File: src/rtl/scoreboard_issue_ctrl.sv
// Scoreboard controller for the two-FU 16-bit core (MATHER_0 ADD/SUB, MEMOREER_0 LOAD/STORE).
// Tracks each FU through issue, operand read, execute and write-back, enforcing RAW/WAR/WAW.
module scoreboard_issue_ctrl #(
    parameter int NUM_REGS = 8,
    parameter int REG_AW   = 3,
    parameter int OP_W     = 4
) (
    input  logic              clk,
    input  logic              rst,
    input  logic              issue_valid,
    input  logic [OP_W-1:0]   issue_op,
    input  logic [REG_AW-1:0] issue_dest,
    input  logic [REG_AW-1:0] issue_src0,
    input  logic [REG_AW-1:0] issue_src1,
    output logic              issue_ready,
    output logic              rd_start,
    output logic              rd_fu,
    output logic [REG_AW-1:0] rd_addr_0,
    output logic [REG_AW-1:0] rd_addr_1,
    input  logic [1:0]        fu_done,
    output logic [1:0]        wb_grant,
    output logic [REG_AW-1:0] wb_dest,
    output logic              wb_we,
    output logic [1:0]        busy
);
    localparam int NFU = 2;
    localparam logic [OP_W-1:0]   OP_ADD   = OP_W'(0);
    localparam logic [OP_W-1:0]   OP_SUB   = OP_W'(1);
    localparam logic [OP_W-1:0]   OP_LOAD  = OP_W'(2);
    localparam logic [OP_W-1:0]   OP_STORE = OP_W'(3);
    localparam logic [REG_AW-1:0] R_UNTRK  = REG_AW'(NUM_REGS - 1);

    typedef enum logic [1:0] {IDLE, WAIT_OPS, EXEC, WAIT_WB} fu_state_e;
    // Producer tag: vld=0 means NONE, otherwise fu names the producing FU.
    typedef struct packed {
        logic vld;
        logic fu;
    } tag_t;

    fu_state_e         st_q [NFU], st_d [NFU];
    logic [OP_W-1:0]   op_q [NFU], op_d [NFU];
    logic [REG_AW-1:0] fi_q [NFU], fi_d [NFU];
    logic [REG_AW-1:0] fj_q [NFU], fj_d [NFU];
    logic [REG_AW-1:0] fk_q [NFU], fk_d [NFU];
    tag_t              qj_q [NFU], qj_d [NFU];
    tag_t              qk_q [NFU], qk_d [NFU];
    logic              rj_q [NFU], rj_d [NFU];
    logic              rk_q [NFU], rk_d [NFU];
    tag_t              res_q [NUM_REGS], res_d [NUM_REGS];

    logic [NFU-1:0] rd_elig, rd_gnt, wb_elig, wb_gnt, we_fu;
    logic           is_alu, is_mem, legal, has_dest, accept, tgt;
    tag_t           src0_tag, src1_tag;

    always_comb begin
        is_alu   = (issue_op == OP_ADD) || (issue_op == OP_SUB);
        is_mem   = (issue_op == OP_LOAD) || (issue_op == OP_STORE);
        legal    = is_alu || is_mem;
        tgt      = is_mem;
        has_dest = legal && (issue_op != OP_STORE) && (issue_dest != R_UNTRK);
        issue_ready = !rst && (!legal ||
                      ((st_q[tgt] == IDLE) && !(has_dest && res_q[issue_dest].vld)));
        accept   = issue_valid && issue_ready && legal;

        for (int i = 0; i < NFU; i++) begin
            we_fu[i]   = (op_q[i] != OP_STORE) && (fi_q[i] != R_UNTRK);
            rd_elig[i] = (st_q[i] == WAIT_OPS) && rj_q[i] && rk_q[i];
            // WAR: hold while the other FU still has to read our destination.
            wb_elig[i] = (st_q[i] == WAIT_WB) && (!we_fu[i] ||
                         ((fj_q[1-i] != fi_q[i] || !rj_q[1-i]) &&
                          (fk_q[1-i] != fi_q[i] || !rk_q[1-i])));
        end
        rd_gnt = {rd_elig[1] && !rd_elig[0], rd_elig[0]};
        wb_gnt = {wb_elig[1] && !wb_elig[0], wb_elig[0]};

        // A producer being written back this cycle is forwarded as already ready.
        src0_tag = (issue_src0 == R_UNTRK) ? tag_t'(2'b00) : res_q[issue_src0];
        if (src0_tag.vld && wb_gnt[src0_tag.fu]) src0_tag = tag_t'(2'b00);
        src1_tag = (issue_src1 == R_UNTRK) ? tag_t'(2'b00) : res_q[issue_src1];
        if (src1_tag.vld && wb_gnt[src1_tag.fu]) src1_tag = tag_t'(2'b00);

        st_d = st_q;  op_d = op_q;  fi_d = fi_q;  fj_d = fj_q;  fk_d = fk_q;
        qj_d = qj_q;  qk_d = qk_q;  rj_d = rj_q;  rk_d = rk_q;  res_d = res_q;

        for (int i = 0; i < NFU; i++) begin
            if (rd_gnt[i]) begin
                st_d[i] = EXEC;
                rj_d[i] = 1'b0;
                rk_d[i] = 1'b0;
            end
            if (st_q[i] == EXEC && fu_done[i]) st_d[i] = WAIT_WB;
            if (wb_gnt[i]) begin
                st_d[i] = IDLE;
                if (we_fu[i]) res_d[fi_q[i]] = tag_t'(2'b00);
                for (int f = 0; f < NFU; f++) begin
                    if (qj_q[f].vld && qj_q[f].fu == 1'(i)) begin
                        rj_d[f] = 1'b1;
                        qj_d[f] = tag_t'(2'b00);
                    end
                    if (qk_q[f].vld && qk_q[f].fu == 1'(i)) begin
                        rk_d[f] = 1'b1;
                        qk_d[f] = tag_t'(2'b00);
                    end
                end
            end
        end

        if (accept) begin
            st_d[tgt] = WAIT_OPS;
            op_d[tgt] = issue_op;
            fi_d[tgt] = has_dest ? issue_dest : R_UNTRK;
            fj_d[tgt] = issue_src0;
            fk_d[tgt] = issue_src1;
            qj_d[tgt] = src0_tag;
            qk_d[tgt] = src1_tag;
            rj_d[tgt] = !src0_tag.vld;
            rk_d[tgt] = !src1_tag.vld;
            if (has_dest) res_d[issue_dest] = '{vld: 1'b1, fu: tgt};
        end

        for (int i = 0; i < NFU; i++) busy[i] = (st_q[i] != IDLE);
        rd_start  = |rd_gnt;
        rd_fu     = rd_gnt[1];
        rd_addr_0 = rd_gnt[0] ? fj_q[0] : (rd_gnt[1] ? fj_q[1] : '0);
        rd_addr_1 = rd_gnt[0] ? fk_q[0] : (rd_gnt[1] ? fk_q[1] : '0);
        wb_grant  = wb_gnt;
        wb_dest   = wb_gnt[0] ? fi_q[0] : (wb_gnt[1] ? fi_q[1] : '0);
        wb_we     = |(wb_gnt & we_fu);
    end

    always_ff @(posedge clk or posedge rst) begin
        if (rst) begin
            for (int i = 0; i < NFU; i++) begin
                st_q[i] <= IDLE;
                op_q[i] <= '0;
                fi_q[i] <= '0;
                fj_q[i] <= '0;
                fk_q[i] <= '0;
                qj_q[i] <= '0;
                qk_q[i] <= '0;
                rj_q[i] <= 1'b0;
                rk_q[i] <= 1'b0;
            end
            for (int r = 0; r < NUM_REGS; r++) res_q[r] <= '0;
        end else begin
            st_q  <= st_d;
            op_q  <= op_d;
            fi_q  <= fi_d;
            fj_q  <= fj_d;
            fk_q  <= fk_d;
            qj_q  <= qj_d;
            qk_q  <= qk_d;
            rj_q  <= rj_d;
            rk_q  <= rk_d;
            res_q <= res_d;
        end
    end
endmodule

File: config.mk
export PLATFORM = sky130hd
export DESIGN_NAME = scoreboard_issue_ctrl
export DESIGN_NICKNAME = d
export VERILOG_FILES = /design/src/rtl/scoreboard_issue_ctrl.sv
export SDC_FILE = /design/constraint.sdc
export NUM_CORES = 1
export LEC_CHECK = 0
export CORE_UTILIZATION = 35
export CTS_CLUSTER_SIZE = 14
export DETAILED_ROUTE_END_ITERATION = 12
export HOLD_SLACK_MARGIN = 0.02
export PLACE_DENSITY_LB_ADDON = 0.1
export SLEW_MARGIN = 20
export SYNTH_ARGS = -nofsm -noshare
export SYNTH_HDL_FRONTEND = slang
export SYNTH_SLANG_ARGS = --single-unit
export TNS_END_PERCENT = 30
File: constraint.sdc
create_clock -name clk -period 5.7 [get_ports clk]
set_clock_uncertainty 0.15 [all_clocks]
set_input_delay 0.855 -clock clk [delete_from_list [all_inputs] [get_ports clk]]
set_output_delay 0.855 -clock clk [all_outputs]
set_load 0.005 [all_outputs]
**Yosys cells after proc, flatten, opt, wreduce, memory -nomap -nowiden**

Cells that the tools add are included.

- Magnitude comparators: 12
- Equality and inequality tests: 21
- Muxes and demuxes: 95
- Bitwise gates (word level): 18
- Reductions and logical operators: 64

Operator list:

| operator | count |
|---|---|
| two-way mux 16 bit | 6 |
| two-way mux 2 bit | 37 |
| logical AND 1 bit | 35 |
| AND 16 bit | 2 |
| two-way mux 4 bit | 8 |
| inverter 16 bit | 2 |
| two-way mux 3 bit | 8 |
| greater-or-equal comparator 4 bit, second input constant | 5 |
| inverter 3 -> 4 bit | 5 |
| binary-select mux 2 bit (select 3 bit) | 3 |
| bitwise mux 6 bit | 3 |
| demux 2 bit (select 3 bit) | 3 |
| two-way mux 1 bit | 17 |
| bitwise mux 16 bit | 1 |
| zero test 1 bit | 13 |
| < comparator 4 x 1 -> 1 bit, second input constant | 3 |
| != test 3 bit | 4 |
| != test 4 x 2 -> 1 bit, second input constant | 3 |
| logical OR 1 bit | 10 |
| != test 3 bit, second input constant | 3 |
| bitwise mux 4 bit | 2 |
| bitwise mux 8 bit | 1 |
| equality test 2 bit, second input constant | 4 |
| equality test 4 x 2 -> 1 bit, second input constant | 2 |
| 20 further kinds | 30 |

- Register bits after elaboration: 58
- Output and inout port bits: 17
- Word-level logic and storage cells: 248

**Logic depth before layout (Yosys ltp)**

Gate-level depths: netlist (run 1).

- Depth in word-level cells: 15
- Mapped depth: 9
- Mapped depth without buffers: 7

**Least setup slack after synthesis (run 1)**

No wires, ideal clock.

- Path type: in2reg
- Start: input port rst
- End: register fj_q[0] in the netlist's numbering
- Library setup time: 0.116 ns
- Arrival time: 3.164 ns
- Data required time: 5.434 ns
- Setup slack: 2.269 ns
- Stages: 7
- Path buffers: 2
- Cell sequence: inv_1 -> nand3_1 -> a2111o_1 -> buf_6 -> buf_4 -> nand2_1 -> nand2_1

- Cells in the longest elaborated chain, start to end: 4

RTL lines:

| element | RTL line | source |
|---|---|---|
| start, declared | 9 | `input logic rst,` |
| zero test 1 bit (no line) | n/a |  |
| logical AND 1 bit | 61 | `issue_ready = !rst && (!legal \|\|` |
| logical AND 1 bit (2 in series) | 63 | `accept = issue_valid && issue_ready && legal;` |
| end signal, assigned | 149 | `fj_q <= fj_d;` |
| end, declared | 43 | `logic [REG_AW-1:0] fj_q [NFU], fj_d [NFU];` |

Every way passes these cells.
A chain may end at the register's enable or synchronous reset.

**Final worst setup path (run 1)**

- Start: input port issue_op[1]
- End: output port issue_ready

- Cells in the longest elaborated chain, start to end: 10

RTL lines:

| element | RTL line | source |
|---|---|---|
| start, declared | 11 | `input logic [OP_W-1:0] issue_op,` |
| equality test 4 x 2 -> 1 bit, or another cell as far along | 57 | `is_mem = (issue_op == OP_LOAD) \|\| (issue_op == OP_STORE);` |
| logical OR 1 bit, on equally long branches | 57, 56 |  |
| inverter 1 -> 2 bit (implied by the code) / logical OR 1 bit (equally long branches) | 62, 58 |  |
| two-way mux 2 bit (implied by the code) / logical AND 1 bit (equally long branches) (2 in series) | 62, 60 |  |
| two-way mux 2 bit (implied by the code) / logical AND 1 bit (equally long branches) | 62 | `((st_q[tgt] == IDLE) && !(has_dest && res_q[issue_dest].vld)));` |
| zero test 2 bit / zero test 1 bit (equally long branches) | 62 |  |
| logical AND 1 bit | 62 |  |
| logical OR 1 bit (*) | 61 |  |
| logical AND 1 bit (*) | 61 |  |
| end, declared | 15 | `output logic issue_ready,` |

Mark *: on every way between the ends. The rest lies on a longest branch, timed or not. The select of a mux whose other input is x is not followed.

==> results.toml, run 1 <==
[outcome]
run_status = "complete, no violations"

[cts]
clk_latency_ns = 0.34
cts_setup_buffers = 0
cts_tree = "yes"
root_buffer = "clkbuf_8"
htreeDepth = 3
path_clk_slew_ns = 0.06
postCtsHoldBufs = 0
postCtsResizedCells = 0
cts_made_buffers = 9
cts_sinks = 57
cts_buffer_depth = 2

[pwr]
p_sw_share_pct = 41.3
p_comb_share_pct = 38.9
power_density_nw_per_um2 = 413
p_int_mw = 1.00
clockPowerShare_pct = 20.3
power_mw = 1.71
p_leak_nw = 1.81
p_sw_mw = 0.705
seqPwrFrac_pct = 40.9
peakVddDrop_uv = 203

[floorplan]
die_area_um2 = 10600
die_w_um = 103
core_area_um2 = 9820
rows = 36
die_y_um = 103
top_level_ports = 35
start_util_pct = 36.3

[timing]
finalSetupViolCount = 0
worst_slack_ns = 1.74
tightest_slew_ns = 0.982
tns_ns = 0
post-route-min-period_ns = 3.96
maxSlewViolCount = 0
rsz0062_at_grt = "false"
hold_viol = 0
max_freq_mhz = 252
relSlewSlack_pct = 34.5
holdWs_ns = 0.248
fin_crit_sh_pct = 69.5

[detailed_routing]
num_vias = 2927
ant_nets = 0
dr.pass1.iters = 4
routed_via_density = 5.40
postRouteWirelength_um = 10100
wire_per_inst_um = 18.6
drt-initial-drc-count = 115
drc = 0

[worst_setup_path]
path_max_fanout = 6
crit_type = "input pin to output pin"
worstSetupEndpointType = "output pin"
cp_cell_sequence = "clkdlybuf4s50_1 > or3b_1 > mux2i_4 > a21oi_2 > nor3_1 > nor2_1 > clkdlybuf4s50_1"
worst_path_most_repeated_cell = "clkdlybuf4s50_1"
crit_slowest_cell = "clkdlybuf4s50_1"
critPathLaunchType = "input pin"
cp_data_arrival_time_ns = 2.96
slowest_delay_ns = 0.56
cp_data_required_time_ns = 4.70

[synth]
synth_edf_count = 0
synth-compound-area-share_pct = 19.2
synth_area_um2 = 3560
ys_seq_area_share_pct = 40.0
synth-seq-cells = 57
synth_top_family_by_area = "simple AND/OR/NAND/NOR gates"
syn_area_per_cell_um2 = 9.40
synth_nets = 397
synth_top_area_cell = "dfrtp_1"
synthMuxAreaShare_pct = 8.50
dominantRegCellSynth = "dfrtp_1"
yosysWarnings = 0
synthCells = 379
synth.distinct_cells = 72
netlist_top_cells_area = "dfrtp_1 40%, nand2_1 6.0%, nor2_1 3.3%, xnor2_1 2.9%, mux2i_1 2.8%"
synth_fa_ha_area_share_pct = 0
synthSimpleGateAreaFrac_pct = 23.9
async_flop_share_pct = 100
synth_top_area_share_pct = 40.0
synth-xor-area-share_pct = 2.95

[flow_run]
maxCapViolCount = 0

[cells_and_area]
layout-drive-gt1-share_pct = 13.7
multi_input_area_um2 = 1940
area_growth_pct = 16.0
n_antenna_cell = 0
fin_area_um2 = 4130
fillCellCount = 1019
regArea_um2 = 1430
nets = 422

[placed_design]
hpwl_um = 7500
gp_congestion = 0.835
portBuffers = 34
dpl_cell_area_um2 = 3950
place_ws_ns = 1.74

[global_route]
overflow = 0
grt_pass1_wl_um = 15900
grt_pass1_vias = 2882
grt_max_degree = 58
track_usage_pct = 20.9
antenna_found_initial = 0

[worst_hold_path]
hold_path_class = "flip-flop to flip-flop"
layout make-up:
| type | instances | area share, % |
|---|---|---|
| clock buffers | 11 | 3.66 |
| clock inverters | 5 | 0.726 |
| inverters | 18 | 1.63 |
| multi-input cells | 283 | 47.0 |
| flip-flops and latches | 57 | 34.5 |
| well taps | 133 | 4.03 |
| repair buffers | 35 | 8.41 |
layout by cell type, fill, tap and decap left out, types with 3 or more instances in the layout:
cell	Yosys	routed
nor3_1	8	8
nor2b_1	4	4
a211o_1	3	3
o21ai_0	6	6
nand3_1	10	10
nand3b_1	4	4
clkbuf_8	0	11
o311ai_0	3	3
mux2i_1	10	10
nor2_1	31	31
o31ai_1	3	3
mux2_2	8	8
a21oi_1	9	9
a311oi_1	3	3
nor3b_1	3	3
mux4_2	4	4
clkdlybuf4s50_1	0	34
nand4_1	4	4
and3_1	5	5
nand2b_1	7	7
a211oi_2	5	5
inv_1	16	15
dfrtp_1	57	57
nand2_2	3	3
a22oi_1	3	3
nand2_1	57	57
o211ai_1	4	4
a21o_1	7	7
a31oi_1	3	3
clkinv_2	0	3
xnor2_1	12	12
and2_1	12	12
a22o_1	5	5
through the flow:
stage / instances / util, %
floorplan: 379 / -
finish: 542 / 42.1
global route: 542 / 42.1
CTS: 542 / 42.1
detailed placement: 526 / 40.3
global placement: 526 / 40.3
flip-flops by register name, summed over array words and instances (netlist names), 4 cells and up:
| name | cells |
|---|---|
| fk_q | 6 |
| fi_q | 6 |
| qj_q | 4 |
| fj_q | 6 |
| res_q | 15 |
| st_q | 4 |
| qk_q | 4 |
| op_q | 8 |
Yosys cell counts, types with 3 or more instances:
| master | n |
|---|---|
| inv_1 | 16 |
| o311ai_0 | 3 |
| nand3_1 | 10 |
| and2_1 | 12 |
| buf_4 | 4 |
| o211ai_1 | 4 |
| a211o_1 | 3 |
| nand2b_1 | 7 |
| nor3_1 | 8 |
| nand2_2 | 3 |
| and3_1 | 5 |
| a22o_1 | 5 |
| o31ai_1 | 3 |
| nand2_1 | 57 |
| nor2_1 | 31 |
| nand3b_1 | 4 |
| o21ai_0 | 6 |
| a21oi_1 | 9 |
| a22oi_1 | 3 |
| clkbuf_1 | 7 |
| a31oi_1 | 3 |
| nand4_1 | 4 |
| buf_6 | 3 |
| a211oi_2 | 5 |
| mux2i_1 | 10 |
| a21o_1 | 7 |
| mux4_2 | 4 |
| nor2b_1 | 4 |
| nor3b_1 | 3 |
| mux2_2 | 8 |
| dfrtp_1 | 57 |
| xnor2_1 | 12 |
| buf_2 | 7 |
| a311oi_1 | 3 |
final timing paths:
check	start	end	slack [ns]	cells after the start
setup / recovery	issue_op[1]	issue_ready	1.74	7
hold / removal	res_q[1]$_DFF_PP0_	res_q[1]$_DFF_PP0_	0.25	0
setup reg to reg	fi_q[5]$_DFFE_PP0P_	res_q[3]$_DFF_PP0_	3.15	7
hold reg to reg	res_q[1]$_DFF_PP0_	res_q[1]$_DFF_PP0_	0.25	0
max in group asynchronous	rst	fk_q[5]$_DFFE_PP0P_	3.92	3
min in group asynchronous	rst	res_q[4]$_DFF_PP0_	0.98	3
layer usage:
layer / GRT usage, % / routed length (um)
met1: 26.8 / 4700
met2: 34.3 / 4700
met3: 4.54 / 381
met4: 8.78 / 299
met5: 0 / 0
critical path: cells and delay by family:
family	cells	cell delay, ns
compound gates	1	0.15
mux	1	0.25
simple gates	3	0.64
buf+inv	2	1.06
power groups by stage:
stage,registers (mW),logic (mW),clock network [mW]
after floorplan,0.602,0.532,0
after global placement,0.697,0.656,0
after detailed placement,0.697,0.662,0
after CTS,0.690,0.664,0.360
after global routing,0.714,0.731,0.381
final,0.698,0.664,0.346
cells by family (layout without fill, tap and decap cells):
kind of cell,count (synthesis),after routing
xor+xnor,12,12
mux,23,23
buf+inv,39,69
flops,57,57
simple gates,166,166
compound gates,82,82
Power figures use the tool's default switching activity.
==> run 2: changes to the inputs <==
- clock period: 5.7 -> 3.7 ns (I/O delays scaled with it)
==> run 2 against run 1 <==
  * Critical path depth unchanged
  * Global-route usage about the same
  * Critical path type is now flip-flop to output pin
  * Power up 63%
  * Critical endpoint is now wb_dest[1]
  * Highest routed layer unchanged
  * Hold slack better by 0.00097 ns
  * Combinational power up 55%
==> results.toml, run 2 (synthesis gave the netlist of run 1 again) <==
[cts]
cts_tree = "yes"
cts_made_buffers = 9
root_buffer = "clkbuf_8"
path_clk_slew_ns = 0.07
clk_latency_ns = 0.34
cts_buffer_depth = 2
cts_setup_buffers = 0
cts_sinks = 57
htreeDepth = 3
postCtsResizedCells = 0
postCtsHoldBufs = 0

[worst_setup_path]
crit_type = "flip-flop to output pin"
cp_data_arrival_time_ns = 2.81
cp_data_required_time_ns = 2.99
cp_cell_sequence = "xnor2_1 > nand4_1 > a21oi_4 > o211ai_4 > inv_2 > a22o_1 > clkdlybuf4s50_1"
critPathLaunchType = "flip-flop"
path_max_fanout = 10
path_delay_family = "compound AO/OA/AOI/OAI gates"
slowest_delay_ns = 0.57
cp_num_buf_inv = 2
worstSetupEndpointType = "output pin"
crit_slowest_cell = "dfrtp_1"

[floorplan]
core_area_um2 = 9820
die_y_um = 103
rows = 36
die_w_um = 103
start_util_pct = 36.3
top_level_ports = 35
die_area_um2 = 10600

[pwr]
peakVddDrop_uv = 256
power_density_nw_per_um2 = 657
p_int_mw = 1.70
seqPwrFrac_pct = 38.7
p_sw_share_pct = 39.1
p_sw_mw = 1.09
p_leak_nw = 1.87
clockPowerShare_pct = 24.4
p_comb_share_pct = 36.9

[cells_and_area]
multi_input_area_um2 = 1940
nets = 430
largest_register = "res_q"
n_antenna_cell = 0
area_growth_pct = 19.0
layout-drive-gt1-share_pct = 15.3
regArea_um2 = 1430
top_regs = "res_q (15), op_q (8)"
largest_reg_flops = 15
layout_common_cells = "57 x nand2_1, 57 x dfrtp_1, 34 x clkdlybuf4s50_1"
fillCellCount = 1010

[timing]
post-route-min-period_ns = 3.51
max_freq_mhz = 285
maxSlewViolCount = 0
rsz0062_at_grt = "false"
tightest_slew_ns = 0.757
fin_crit_sh_pct = 94.9
worst_slack_ns = 0.187
finalSetupViolCount = 0
relSlewSlack_pct = 49.5
tns_ns = 0
hold_viol = 0

[global_route]
track_usage_pct = 21.0
overflow = 0
antenna_found_initial = 0
grt_pass1_wl_um = 16300
grt_pass1_vias = 2982
grt_max_degree = 58

[detailed_routing]
routed_via_density = 5.45
num_vias = 2998
drt-initial-drc-count = 122
drc = 0
ant_nets = 0
dr.pass1.iters = 4
postRouteWirelength_um = 10100
wire_per_inst_um = 18.4

[placed_design]
portBuffers = 34
place_ws_ns = 0.322
gp_congestion = 0.870
hpwl_um = 7680

[flow_run]
maxCapViolCount = 0

[outcome]
run_status = "complete, no violations"

[worst_hold_path]
hold_path_class = "flip-flop to flip-flop"
-- run 2: worst paths after layout --
| kind | from | to | slack, ns | depth (start not counted) |
|---|---|---|---|---|
| worst max-delay path | fi_q[5]$_DFFE_PP0P_ | wb_dest[1] | 0.19 | 7 |
| worst min-delay path | res_q[1]$_DFF_PP0_ | res_q[1]$_DFF_PP0_ | 0.25 | 0 |
| worst max register to register | fi_q[5]$_DFFE_PP0P_ | qk_q[1]$_DFF_PP0_ | 1.16 | 8 |
| worst min register to register | res_q[1]$_DFF_PP0_ | res_q[1]$_DFF_PP0_ | 0.25 | 0 |
| max in group asynchronous | rst | qk_q[2]$_DFF_PP0_ | 2.22 | 3 |
| min in group asynchronous | rst | res_q[6]$_DFF_PP0_ | 0.67 | 3 |
-- run 2: stage by stage --
| step | util, % | total power [mW] | hold slack [ns] | cell area [um^2] | std cells |
|---|---|---|---|---|---|
| after CTS | 43.2 | 2.80 | 0.254 | 4240 | 550 |
| after global routing | 43.2 | 2.97 | 0.273 | 4240 | 550 |
| final | 43.2 | 2.79 | 0.249 | 4240 | 550 |
| after global placement | 40.9 | 2.11 | 0.239 | 4010 | 534 |
| after detailed placement | 40.9 | 2.11 | 0.238 | 4010 | 534 |
| after floorplan | - | 1.75 | 0.274 | 3560 | 379 |
-- run 2: worst register-to-register path: stages (launching register included) --
cell and delay [ns]:
dfrtp_1 0.57, xnor2_1 0.17, nand4_1 0.19, a21oi_4 0.39
o211ai_4 0.20, inv_2 0.24, buf_4 0.22, a21oi_1 0.07
or2_1 0.23
-- run 2: layout make-up --
cell class / instances / area share [%]
clock buffers: 11 / 3.57
clock inverters: 5 / 1.83
inverters: 18 / 1.59
multi-input cells: 283 / 45.8
flip-flops and latches: 57 / 33.6
well taps: 133 / 3.92
repair buffers: 43 / 9.62
-- run 2: per-layer routing --
metal	vias to the layer above	share of wire (%)	routed length, um	GRT usage, %
li1	1428	-	-	-
met1	1467	46	4650	27.8
met2	86	47	4750	34.3
met3	17	5.0	505	3.80
met4	0	2.2	225	7.58
met5	-	0	0	0
-- run 2: power groups by stage --
| stage | registers (mW) | clock network, mW | logic, mW |
|---|---|---|---|
| after global routing | 1.11 | 0.723 | 1.15 |
| after CTS | 1.07 | 0.694 | 1.03 |
| final | 1.08 | 0.680 | 1.03 |
| after detailed placement | 1.08 | 0 | 1.03 |
| after global placement | 1.08 | 0 | 1.02 |
| after floorplan | 0.927 | 0 | 0.819 |
